[src/rtl/mips_alu.sv]
// MIPS datapath ALU: combinational result/zero from one shared adder,
// plus an enabled N/Z/C/V flag register cleared by asynchronous reset.
module mips_alu #(
    parameter int WIDTH = 32
) (
    input  logic             clk,
    input  logic             rst_n,
    input  logic [WIDTH-1:0] A,
    input  logic [WIDTH-1:0] B,
    input  logic [2:0]       ALUControl,
    input  logic             flag_en,
    output logic [WIDTH-1:0] ALUResult,
    output logic             zero,
    output logic             flag_n,
    output logic             flag_z,
    output logic             flag_c,
    output logic             flag_v
);

    typedef enum logic [2:0] {
        OP_AND  = 3'b000,
        OP_OR   = 3'b001,
        OP_ADD  = 3'b010,
        OP_SLT  = 3'b011,
        OP_ANDN = 3'b100,
        OP_ORN  = 3'b101,
        OP_SUB  = 3'b110,
        OP_SLTU = 3'b111
    } alu_op_e;

    typedef struct packed {
        logic n;
        logic z;
        logic c;
        logic v;
    } flags_t;

    alu_op_e          op;
    logic             is_sub;
    logic             is_arith;
    logic [WIDTH-1:0] b_eff;
    logic [WIDTH-1:0] sum;
    logic             carry;
    logic             ovf;
    flags_t           flags_d;
    flags_t           flags_q;

    assign op       = alu_op_e'(ALUControl);
    assign is_sub   = (op == OP_SUB) || (op == OP_SLT) || (op == OP_SLTU);
    assign is_arith = is_sub || (op == OP_ADD);

    // Single adder: subtraction and both compares use A + ~B + 1.
    assign b_eff        = is_sub ? ~B : B;
    assign {carry, sum} = {1'b0, A} + {1'b0, b_eff} + {{WIDTH{1'b0}}, is_sub};
    assign ovf          = (A[WIDTH-1] == b_eff[WIDTH-1]) && (sum[WIDTH-1] != A[WIDTH-1]);

    always_comb begin
        // NOTE: default first so no path through the case leaves a latch.
        ALUResult = '0;
        case (op)
            OP_AND:  ALUResult = A & B;
            OP_OR:   ALUResult = A | B;
            OP_ADD:  ALUResult = sum;
            OP_SLT:  ALUResult = {{(WIDTH-1){1'b0}}, sum[WIDTH-1] ^ ovf};
            OP_ANDN: ALUResult = A & ~B;
            OP_ORN:  ALUResult = A | ~B;
            OP_SUB:  ALUResult = sum;
            OP_SLTU: ALUResult = {{(WIDTH-1){1'b0}}, ~carry};
            default: ALUResult = '0;
        endcase
    end

    assign zero = ~|ALUResult;

    always_comb begin
        flags_d = flags_q;
        if (flag_en) begin
            flags_d.n = ALUResult[WIDTH-1];
            flags_d.z = zero;
            flags_d.c = is_arith & carry;
            flags_d.v = is_arith & ovf;
        end
    end

    // NOTE: non-blocking assignment for state; reset clears flags without waiting for clk.
    always_ff @(posedge clk or negedge rst_n) begin
        if (!rst_n) begin
            flags_q <= '0;
        end else begin
            flags_q <= flags_d;
        end
    end

    assign flag_n = flags_q.n;
    assign flag_z = flags_q.z;
    assign flag_c = flags_q.c;
    assign flag_v = flags_q.v;

endmodule

[config.mk]
export PLATFORM = sky130hd
export DESIGN_NAME = mips_alu
export DESIGN_NICKNAME = d
export VERILOG_FILES = /design/src/rtl/mips_alu.sv
export SDC_FILE = /design/constraint.sdc
export NUM_CORES = 1
export LEC_CHECK = 0
export BUFFER_PORTS_ARGS = -buffer_cell sky130_fd_sc_hd__buf_2
export CAP_MARGIN = 20
export CORE_ASPECT_RATIO = 0.8
export CORE_MARGIN = 5
export CORE_UTILIZATION = 46
export CTS_CLUSTER_SIZE = 16
export DETAILED_ROUTE_END_ITERATION = 10
export PLACE_DENSITY = 0.72
export SLEW_MARGIN = 20
export SYNTH_ARGS = -nofsm -noshare
export SYNTH_HDL_FRONTEND = slang
export SYNTH_SLANG_ARGS = --single-unit
[constraint.sdc]
create_clock -name clk -period 6.71 [get_ports clk]
set_clock_uncertainty 0.2 [all_clocks]
set_input_delay 0.671 -clock clk [delete_from_list [all_inputs] [get_ports clk]]
set_output_delay 0.671 -clock clk [all_outputs]
set_load 0.005 [all_outputs]
==> flow_results.org <==
** Outcome
- The flow ran to the end, and the final reports show no timing, DRC or antenna violations.

** Pwr
- Leakage dissipation :: 1.92 nW
- The clock network is responsible for roughly 8.5% of the overall power.
- The completed layout was analyzed and its total power is 0.619 mW.
- Largest vdd supply drop :: 0.135 mV
- Comb power frac :: 86.9%
- Cell internal power was estimated by the tool at 0.280 mW.
- Power density normalized to cell area :: 138 mW/mm²
- Sw Share :: 54.8%
- Sequential power share :: under 10%
- Switching power total :: 0.339 mW

** GRT
- Number of global-route vias before repair :: 4661
- Entering global routing, the biggest net connects 46 pins.
- The number of antenna violations at the first check in global routing was 0.
- Global-route wire length before repair :: 22900 µm
- Across every metal layer, demand over resource in global routing totals 25.9%.
- Global route overflow :: 0

** Placed design
- Port buffering added roughly 110 buffers.
- Summing all placed instances gives a cell area of 0.00445 mm².
- Detailed placement ended at an HPWL of about 11000 µm.
- The congestion estimate from routability-driven global placement came to around 1.

** Route
- Total number of vias :: 4791
- In the routed design, unresolved DRC markers number 0.
- DRT Pass-1 Iters :: 5
- Via count normalized by instance count :: 6.32
- Summed over all layers, the routed wires come to 14000 µm.
- Iteration-0 DRC count of the detailed router :: approximately 360
- Once detail routing completed, the nets flagged for antenna violations numbered 0.
- Post-detailed-route wirelength per cell :: 18.5 µm

** Yosys
- Synthesis produced 569 cells.
- Number of warnings reported in the yosys synthesis log :: 0
- Area of the mapped netlist :: 0.00390 mm²
- The number of nets handed over by synthesis was 674.
- Synthesis inferred 4 register bits.
- Counting flops with an async set or reset pin after synthesis yields a share of 100%.
- After synthesis, the netlist uses 71 different library cells.
- Among all flip-flop cells after synthesis, the most frequent one is sky130_fd_sc_hd__dfrtp_1.
- Post-synthesis average cell area :: ~6.9 µm²
- Summing the sequential cell areas from Yosys gives 2.56% of the chip area.
- Most instantiated cells after synthesis :: sky130_fd_sc_hd__a21oi_1, sky130_fd_sc_hd__nand2_1, sky130_fd_sc_hd__o21ai_0
- The synthesized design devotes to its leading area cell type 10.9% of total area.
- Post-synth top area cell :: sky130_fd_sc_hd__ha_1
- Among all cell types in the netlist, the one instantiated most often is sky130_fd_sc_hd__a21oi_1.
- In the post-synthesis netlist, the biggest area contributors are sky130_fd_sc_hd__ha_1, sky130_fd_sc_hd__xnor2_1, sky130_fd_sc_hd__xor2_1.
- Counting flops with a built-in enable in the synthesized netlist gives 0.

** CTS
- Clock root cell :: sky130_fd_sc_hd__clkbuf_8
- Buffers added to address setup during post-CTS repair amount to 0.
- # resized after CTS :: 0
- For this design, the CTS-stage hold fixing added 0 buffers.
- Clock latency on the worst-skew pair :: 0.22 ns
- Clock Pin Slew Worst Setup and Hold Paths :: 0.03 ns
- Clock tree synthesis found a total of 4 sinks.
- In this run the deepest clock path goes through 2 buffers.
- In this run the number of H-tree levels came out at 1.
- Counting the buffers created by CTS gives 3.
- Clock tree from TritonCTS :: done

** Timing
- Max Clk Rate :: 165 MHz
- Setup violations remaining at the end of the flow were counted as 0.
- Setup total negative slack on the finished layout was measured at 0 ns.
- The max-slew violation total from the final report came to 0.
- Worst relative slew slack :: 38.0%
- Dividing the final minimum period by the clock period gives 90.3%.
- Across all hold checks on the routed design, the worst slack comes to 0.0451 ns.
- Setup repair after global routing left no endpoint under its margin.
- For the pin with the worst max-slew slack, the measured transition is 0.927 ns.
- The hold violation total from the final report came to 0.
- The routed design could run at a clock period as short as 6.06 ns.

** Job
- Max-cap violations :: 0

** Finish
- Area occupied by multi-input gates :: 0.00356 mm²
- Flip-flop and latch area :: 100 µm²
- The finished cells cover 0.00449 mm².
- Layout cell share with drive strength beyond 1 :: ~20%
- Relative to the synthesized area, the layout overhead comes to 15.1%.
- Filler Cells Inserted :: slightly below 900
- Finished Core Util :: 53.6%
- Antenna diode count :: 0
- Nets :: roughly 750

** Die
- In this run the horizontal extent of the chip is 113 µm.
- Row generation in the floorplan step produced 30 rows.
- 107 I/O pins were placed.
- The region available for standard cell placement spans 0.00837 mm².
- Die footprint :: 0.0104 mm²
- From bottom edge to top edge, the die measures between 90 and 100 µm.
- Initial cell density of the core :: 46.6%

** Setup path
- Startpoint type of the worst setup path :: input port
- STA classifies the critical path endpoint as an output pin.
- CP Data Arrival Time :: between 5 and 6 ns
- Along the worst path, the maximum fanout reaches 22.
- The number of buffers and inverters on the critical path is 3.
- On the critical path, the stage with the largest delay is an instance of sky130_fd_sc_hd__o21ai_4.
- Origin of the critical flop-to-flop path :: flag_n$_DFFE_PN0P_
- Dominant cell type by count on the critical path :: sky130_fd_sc_hd__buf_2
- Largest incremental delay on the critical path :: 0.73 ns
- Launch point of the critical path :: ALUControl[0]
- Critical path cell sequence :: buf_2, o21ai_4, xnor2_1, inv_1, fa_1, nand2b_1, a211oi_2, o21ai_2, a21o_1, a32o_1, or4b_2, nor4_1, nand4_1, nor2_1, buf_2
- In this design, the largest share of critical-path delay is due to compound AO/OA/AOI/OAI gates.
- The setup path with the least slack is of type input port to output pin.
- At the worst endpoint, the required time is roughly 6 ns.

** Min path
- Tightest Hold Check Type :: input port to async pin
## through the flow
step / instances / setup WS [ns]
5_1_grt: 758 / 0.383
2_1_floorplan: 569 / 1.68
6_report: 758 / 0.654
3_3_place_gp: 755 / 0.857
4_1_cts: 758 / 0.728
3_5_place_dp: 755 / 0.744
## logic make-up after synthesis
family,after synthesis,share of synthesized area (%)
fa+ha+maj,60,17.8
simple gates,182,23.4
buf+inv,57,6.16
xor+xnor,72,16.2
flops,4,2.57
mux,6,1.57
compound gates,188,32.4
## sequential cells by signal (all words and copies together) (netlist names)
name,count
flag_n,1
flag_v,1
flag_c,1
flag_z,1
## final cells by class
| type | instances | share of cell area [%] |
|---|---|---|
| Inverter | 19 | 1.59 |
| Tap cell | 112 | 3.12 |
| Multi-Input combinational cell | 508 | 79.3 |
| Sequential cell | 4 | 2.23 |
| Clock buffer | 3 | 0.919 |
| Timing Repair Buffer | 112 | 12.8 |
## final timing paths
path                                      endpoint  slack (ns)  depth (start not counted)
worst max-delay path                          zero        0.65                         15
worst min-delay path            flag_z$_DFFE_PN0P_        0.05                          1
worst max register to register  flag_n$_DFFE_PN0P_        5.76                          1
worst min register to register  flag_n$_DFFE_PN0P_        0.32                          1
max in group asynchronous       flag_n$_DFFE_PN0P_        6.15                          1
min in group clk                flag_n$_DFFE_PN0P_        0.32                          1
## power groups by stage
stage          registers (mW)  clock network, mW  logic [mW]
2_1_floorplan          0.0289                  0       0.368
3_3_place_gp           0.0284                  0       0.522
3_5_place_dp           0.0287                  0       0.526
4_1_cts                0.0284             0.0556       0.530
5_1_grt                0.0289             0.0574       0.592
6_report               0.0285             0.0527       0.538
## layout by cell type (no fill, tap or decap), drive strengths merged, types with 4 or more instances in the layout
cell type and n:
a211oi 9, a21o 8, a21oi 55, a221o 5
a31oi 9, and2 4, buf 112, dfrtp 4
ha 34, inv 19, maj3 25, mux2i 5
nand2 51, nand3 21, nand4 20, nor2 37
nor2b 4, nor3 13, nor4 4, o211ai 4
o21a 5, o21ai 46, o221ai 4, or3 8
xnor2 40, xor2 32
## layer usage
layer | part of all wire [%] | track usage [%] | routed length [µm] | vias up
li1 | - | - | - | 2300
met1 | 46 | 37.5 | 6450 | 2253
met2 | 44 | 41.3 | 6200 | 220
met3 | 8.4 | 2.02 | 1180 | 18
met4 | 1.1 | 6.21 | 153 | 0
met5 | 0 | 0 | 0 | -
No activity file was read; power rests on OpenSTA's default activity.
